--- src/rtl/nibble_serial_adder_if.sv ---
// Operand and result handshakes of the nibble-serial adder.
// The slave side is the adder controller; the master side is whoever
// supplies operands and consumes results.
interface nibble_serial_adder_if #(
    parameter int WIDTH = 16
);
    logic             in_valid;
    logic             in_ready;
    logic [WIDTH-1:0] op_a;
    logic [WIDTH-1:0] op_b;
    logic             op_cin;
    logic             res_valid;
    logic             res_ready;
    logic [WIDTH-1:0] result;
    logic             cout;
    logic             zero;

    modport slave (
        input  in_valid, op_a, op_b, op_cin, res_ready,
        output in_ready, res_valid, result, cout, zero
    );

    modport master (
        output in_valid, op_a, op_b, op_cin, res_ready,
        input  in_ready, res_valid, result, cout, zero
    );
endinterface

--- src/rtl/nibble_serial_adder.sv ---
// Nibble-serial adder controller.
// Adds two WIDTH-bit operands one nibble per clock through an external
// combinational 4-bit parallel_adder, chaining a registered carry between
// nibbles. WIDTH must be a multiple of 4 and at least 4.
// {cout, result} = op_a + op_b + op_cin, unsigned, modulo 2^WIDTH on result.
module nibble_serial_adder #(
    parameter int WIDTH = 16
) (
    input  logic                   clk,
    input  logic                   rst_n,
    nibble_serial_adder_if.slave   bus,
    output logic [3:0]             add_a,
    output logic [3:0]             add_b,
    output logic                   add_cin,
    input  logic [3:0]             add_s,
    input  logic                   add_cout
);
    localparam int NIB   = WIDTH / 4;
    localparam int IDX_W = (NIB > 1) ? $clog2(NIB) : 1;
    localparam logic [IDX_W-1:0] LAST_IDX = IDX_W'(NIB - 1);

    typedef enum logic [1:0] {
        IDLE,
        RUN,
        DONE
    } state_t;

    state_t              state;
    logic [NIB-1:0][3:0] a_reg;
    logic [NIB-1:0][3:0] b_reg;
    logic [NIB-1:0][3:0] result_reg;
    logic [NIB-1:0][3:0] result_next;
    logic [IDX_W-1:0]    idx;
    logic                carry;
    logic                in_ready_q;
    logic                res_valid_q;
    logic                cout_q;
    logic                zero_q;

    // Adder inputs come from registered state only, and are parked at zero outside RUN.
    always_comb begin
        // NOTE: every output gets a default first so no latch is inferred on any path.
        add_a       = '0;
        add_b       = '0;
        add_cin     = 1'b0;
        result_next = result_reg;
        result_next[idx] = add_s;
        if (state == RUN) begin
            add_a   = a_reg[idx];
            add_b   = b_reg[idx];
            add_cin = carry;
        end
    end

    // Control FSM plus datapath registers: accept, one nibble per cycle, hold result.
    always_ff @(posedge clk or negedge rst_n) begin
        // NOTE: operand registers are reset too, so add_a/add_b read zero straight out of reset.
        if (!rst_n) begin
            state       <= IDLE;
            a_reg       <= '0;
            b_reg       <= '0;
            result_reg  <= '0;
            idx         <= '0;
            carry       <= 1'b0;
            in_ready_q  <= 1'b1;
            res_valid_q <= 1'b0;
            cout_q      <= 1'b0;
            zero_q      <= 1'b0;
        end else begin
            // NOTE: non-blocking assignments so every register samples pre-edge values.
            case (state)
                IDLE: begin
                    if (bus.in_valid) begin
                        a_reg      <= bus.op_a;
                        b_reg      <= bus.op_b;
                        carry      <= bus.op_cin;
                        idx        <= '0;
                        in_ready_q <= 1'b0;
                        state      <= RUN;
                    end
                end
                RUN: begin
                    result_reg <= result_next;
                    carry      <= add_cout;
                    idx        <= idx + 1'b1;
                    if (idx == LAST_IDX) begin
                        idx         <= '0;
                        cout_q      <= add_cout;
                        zero_q      <= (result_next == '0);
                        res_valid_q <= 1'b1;
                        state       <= DONE;
                    end
                end
                DONE: begin
                    if (bus.res_ready) begin
                        res_valid_q <= 1'b0;
                        in_ready_q  <= 1'b1;
                        state       <= IDLE;
                    end
                end
                default: state <= IDLE;
            endcase
        end
    end

    assign bus.in_ready  = in_ready_q;
    assign bus.res_valid = res_valid_q;
    assign bus.result    = result_reg;
    assign bus.cout      = cout_q;
    assign bus.zero      = zero_q;

endmodule

--- src/flat_wrapper.sv ---
// flat-port wrapper written by rule: the top's interface ports become plain ports
module nibble_serial_adder_flat 
#(
    parameter int WIDTH = 16
)
  (clk, rst_n, add_a, add_b, add_cin, add_s, add_cout, bus_in_valid, bus_op_a, bus_op_b, bus_op_cin, bus_res_ready, bus_in_ready, bus_res_valid, bus_result, bus_cout, bus_zero);
  nibble_serial_adder_if #(.WIDTH(WIDTH)) bus_i ();
  input  logic clk;
  input  logic rst_n;
  output logic [3:0] add_a;
  output logic [3:0] add_b;
  output logic add_cin;
  input  logic [3:0] add_s;
  input  logic add_cout;
  input wire logic [$bits(bus_i.in_valid)-1:0] bus_in_valid;
  input wire logic [$bits(bus_i.op_a)-1:0] bus_op_a;
  input wire logic [$bits(bus_i.op_b)-1:0] bus_op_b;
  input wire logic [$bits(bus_i.op_cin)-1:0] bus_op_cin;
  input wire logic [$bits(bus_i.res_ready)-1:0] bus_res_ready;
  output wire logic [$bits(bus_i.in_ready)-1:0] bus_in_ready;
  output wire logic [$bits(bus_i.res_valid)-1:0] bus_res_valid;
  output wire logic [$bits(bus_i.result)-1:0] bus_result;
  output wire logic [$bits(bus_i.cout)-1:0] bus_cout;
  output wire logic [$bits(bus_i.zero)-1:0] bus_zero;
  assign bus_i.in_valid = bus_in_valid;
  assign bus_i.op_a = bus_op_a;
  assign bus_i.op_b = bus_op_b;
  assign bus_i.op_cin = bus_op_cin;
  assign bus_i.res_ready = bus_res_ready;
  assign bus_in_ready = bus_i.in_ready;
  assign bus_res_valid = bus_i.res_valid;
  assign bus_result = bus_i.result;
  assign bus_cout = bus_i.cout;
  assign bus_zero = bus_i.zero;
  nibble_serial_adder #(.WIDTH(WIDTH)) u_core (.clk(clk), .rst_n(rst_n), .bus(bus_i), .add_a(add_a), .add_b(add_b), .add_cin(add_cin), .add_s(add_s), .add_cout(add_cout));
endmodule
--- config.mk ---
export PLATFORM = sky130hd
export DESIGN_NAME = nibble_serial_adder_flat
export DESIGN_NICKNAME = d
export VERILOG_FILES = /design/src/rtl/nibble_serial_adder_if.sv /design/src/rtl/nibble_serial_adder.sv /design/src/flat_wrapper.sv
export SDC_FILE = /design/constraint.sdc
export NUM_CORES = 1
export LEC_CHECK = 0
export BUFFER_PORTS_ARGS = -buffer_cell sky130_fd_sc_hd__buf_4
export CAP_MARGIN = 20
export CORE_MARGIN = 2
export CORE_UTILIZATION = 52
export DETAILED_ROUTE_END_ITERATION = 12
export PLACE_DENSITY = 0.82
export SETUP_SLACK_MARGIN = 0.2
export SYNTH_ARGS = -nofsm -noshare
export SYNTH_HDL_FRONTEND = slang
export SYNTH_SLANG_ARGS = --single-unit
--- constraint.sdc ---
create_clock -name clk -period 2.2 [get_ports clk]
set_input_delay 0.44 -clock clk [delete_from_list [all_inputs] [get_ports clk]]
set_output_delay 0.44 -clock clk [all_outputs]
set_load 0.01 [all_outputs]
Yosys cells after proc, flatten, opt, wreduce, memory -nomap -nowiden
Index checks and enable logic that the tools add are counted.
Storage, ports and cells
  flip-flop bits (word level): 57
  input bits: 42
  output and inout port bits: 29
  word-level logic and storage cells: 65
Cells by class
  add/sub/neg operators: 1
  magnitude comparators: 2
  equality and inequality tests: 6
  multiplexer cells: 25
  reductions and logical operators: 12
Operators with widths (number)
  2-to-1 mux 4 bit: 5
  binary-select mux 4 bit (select 2 bit): 2
  bitwise mux 16 bit: 1
  zero test 16 bit: 1
  2-to-1 mux 2 bit: 5
  AND reduction 3 bit: 3
  demux 4 bit (select 2 bit): 1
  2-to-1 mux 1 bit: 6
  != test 2 bit, second input constant: 3
  one-hot mux 1 bit (2 select lines): 3
  one-hot mux 2 bit (3 select lines): 1
  AND reduction 2 bit: 3
  nonzero test 2 bit: 3
  == test 2 bit, second input constant: 2
  one-hot mux 2 bit (2 select lines): 1
  less-than comparator 2 x 3 -> 1 bit, second input constant: 1
  adder 2 x 1 -> 2 bit, second input constant: 1
  == test 2 x 1 -> 1 bit, second input constant: 1
  >= comparator 2 x 1 -> 1 bit, second input constant: 1
  zero test 2 bit: 1
  logical AND 1 bit: 1

Logic depth before layout (Yosys ltp)
  depth in word-level cells: 6
  mapped depth: 7

Least setup slack after synthesis
Ideal clock, no wire load.
  path kind: register -> register
  start point: reg u_core.idx[0]
  end point: reg u_core.zero_q (netlist: u_core.bus.zero)
  arrival: 1.751 ns
  required time: 2.132 ns
  slack: 0.381 ns
  cell stages (with the launch flop): 8
  buffers on the path: 1
  period minus slack after synthesis: 1.819 ns
  cells stage by stage: dfrtp_1 > buf_2 > inv_1 > ha_1 > a21oi_1 > o221ai_1 > a2111oi_2 > a32o_1
Between the ends
  word-level cells in the longest chain between the ends: 6
Ends and longest elaborated chain
  start: declaration: RTL line nibble_serial_adder.sv:33  | logic [IDX_W-1:0] idx;
  start signal: assignment: RTL line nibble_serial_adder.sv:85  | idx <= idx + 1'b1;
  less-than comparator 2 x 3 -> 1 bit (implied by the code) or >= comparator 2 x 1 -> 1 bit (tied branches): RTL line nibble_serial_adder.sv:47  | result_next[idx] = add_s;
  logical AND 1 bit (implied by the code): RTL line nibble_serial_adder.sv:47
  2-to-1 mux 4 bit (implied by the code): RTL line nibble_serial_adder.sv:47
  demux 4 bit (select 2 bit)
  bitwise mux 16 bit: RTL line nibble_serial_adder.sv:47
  zero test 16 bit: RTL line nibble_serial_adder.sv:89  | zero_q <= (result_next == '0);
  end signal: assignment: RTL line nibble_serial_adder.sv:89
  end: declaration: RTL line nibble_serial_adder.sv:38  | logic zero_q;
Parallel ways exist; a longest one is shown, timed or not.
A chain may end at the register's enable or synchronous reset.

Worst setup path after layout
  start point: reg u_core.idx[0]
  end point: out add_b[1]
Between the ends
  word-level cells in the longest chain between the ends: 3
Ends and longest elaborated chain
  binary-select mux 4 bit (select 2 bit): RTL line nibble_serial_adder.sv:50  | add_b = b_reg[idx];
  2-to-1 mux 4 bit (implied by the code): RTL line nibble_serial_adder.sv:50
  2-to-1 mux 4 bit: RTL line nibble_serial_adder.sv:48  | if (state == RUN) begin
  end: declaration: RTL line flat_wrapper.sv:11  | output logic [3:0] add_b;
Every way passes these cells. The select of a mux whose other input is x is not followed.

==> results.tsv <==
metric	value	unit
outcome	finished, final reports clean	
core_area	4750	sq um
post_synth.cell_area_avg	14.0	sq um
fin_crit	2.12	ns
antenna_found_initial	0	
seq_area_frac_synth	55.2	%
numCtsBuffers	9	
async_flop_share	100	%
die_h	74.5	microns
cp_max_fo	5	
final_common_cell	buf_4	
tightestPinTransition	0.719	ns
cpMaxStageDelayCell	mux4_2	
setup_viol	0	
worst_ep_required_time	1.76	ns
first_pass_iters	4	
max_stage_delay	0.49	ns
clkLatencyLatePin	0.33	ns
first_iter_violations	174	
fin_area	3460	sq um
worstSetupPathType	reg2out	
die_area	5560	sq um
viasPerCell	5.43	
final-hold-violation-count	0	
wl	5510	microns
maxCapViolCount	0	
clock.fmax	0.471	GHz
ir_worst_vdd	0.000778	V
rows	25	
n_antenna_cell	0	
power_leakage	1.56	nW
timing.setup.tns	0	ns
synth-main-ff-cell	dfrtp_1	
cts_tree	yes	
placed_area	3180	sq um
min_period_over_period	96.5	%
wl_per_cell	16.4	microns
clock_sinks	57	
finalWeightedCongestion	0.817	
drive_gt1_share	59.9	%
overflow	0	
synthesis.area	2590	sq um
hold_buffers	0	
num_vias	1823	
root_buffer	clkbuf_8	
rsz0062_at_grt	yes	
synth_nets	232	
portBuffers	70	
synth_seq_cells	57	
ys_warn_count	0	
path_clk_slew	0.06	ns
grt_start_max_net_pins	58	
path_cells	clkbuf_16 > mux4_2 > and2_4 > buf_6	
layout.nets	311	
worstPathArrival	1.68	ns
pre_cts_ws	0.307	ns
drc_errors	0	
synth_edf_count	0	
grt_usage	22.2	%
drv_slew	0	
drtAntennaViolNets	0	
die_w	74.5	microns
clock-skew-final	0.00399	ns
powerDensity	1540	nW/um^2
clk_path_buf_depth	2	
io_pins	71	
cts_max_level	3	
end_kind	output port	
hpwl	3730	microns
setup_ws	0.0777	ns
ys_types	28	
layout_common_cells	buf_4, dfrtp_1, mux2_2	
slew_headroom	52.1	%
post-route-util	72.8	%
start_util	54.4	%
area_growth	33.8	%
grt_pass1_vias	1888	
synth_cells	185	
grt_pass1_wl	8950	microns
hp-class	in2async	
setup.worst_path.start_class	register	
[worst max-delay path, delay by kind of cell (launching register included)]
kind / cells / cell delay [ns]
simple gates: 1 / 0.18
flops: 1 / 0.41
mux: 1 / 0.49
buf+inv: 2 / 0.27
[per-stage QoR]
step / total power [mW] / hold WS, ns / std cells
after detailed placement: 4.18 / 0.474 / 318
after global placement: 4.08 / 0.478 / 318
after global routing: 5.69 / 0.208 / 336
after CTS: 5.09 / 0.181 / 335
after floorplan: 3.32 / 0.144 / 185
final: 5.33 / 0.164 / 336
[area by class of cell]
cell class                 instances  area [sq um]
inverter                           5          18.8
clock inverter                     3          15.0
multi-input combinational        117          1140
timing repair buffer              74           616
sequential                        57          1430
clock buffer                      13           159
fill                             353          1290
tap                               67          83.8
[where the power goes]
group | switching, mW | internal [mW] | leakage [nW]
Clock | 0.391 | 0.465 | 0.0932
Sequential | 0.372 | 1.58 | 0.671
Combinational | 0.970 | 1.56 | 0.792
[Yosys cell counts (2+ instances only)]
master / n / area (sq um)
a21oi_1: 7 / 35.0
and2_1: 9 / 56.3
buf_2: 4 / 20.0
clkbuf_1: 2 / 7.51
dfrtp_1: 56 / 1400
ha_1: 5 / 62.6
inv_1: 4 / 15.0
mux2_2: 48 / 541
mux4_2: 8 / 180
nand2_1: 10 / 37.5
nor2_1: 6 / 22.5
nor4_1: 3 / 18.8
o21ai_0: 6 / 30.0
o22ai_1: 2 / 12.5
o31ai_1: 2 / 15.0
[worst paths after layout]
| path | to | cells past startpoint | start | slack, ns |
|---|---|---|---|---|
| worst max-delay path | add_b[1] | 4 | u_core.idx[0] | 0.08 |
| worst min register to register | u_core.b_reg[6] | 1 | u_core.b_reg[6] | 0.50 |
| worst max register to register | u_core.bus.zero | 7 | u_core.idx[0] | 0.36 |
| worst min-delay path | u_core.bus.result[5] | 1 | rst_n | 0.16 |
| min in group clk | u_core.state[1] | 2 | bus_res_ready | 0.30 |
| max in group asynchronous | u_core.idx[0] | 1 | rst_n | 1.52 |
[timing repair]
action                     CTS  global route
resized for setup            4            20
setup buffers                1             0
setup endpoints to repair    8            10
hold endpoints to repair     0             0
pin swaps                    0             1
gates cloned                 0             1
[metal layers]
metal / routed length, microns / vias up / GRT usage [%]
li1: - / 836 / -
met1: 2190 / 904 / 27.5
met2: 2790 / 73 / 35.2
met3: 437 / 10 / 7.18
met4: 91 / 0 / 10.7
met5: 0 / - / 0
[logic make-up after synthesis]
group / synth area share (%)
mux: 28.3
simple gates: 6.77
fa+ha+maj: 2.42
compound gates: 5.56
flops: 55.2
buf+inv: 1.79
Power figures use the tool's default switching activity.
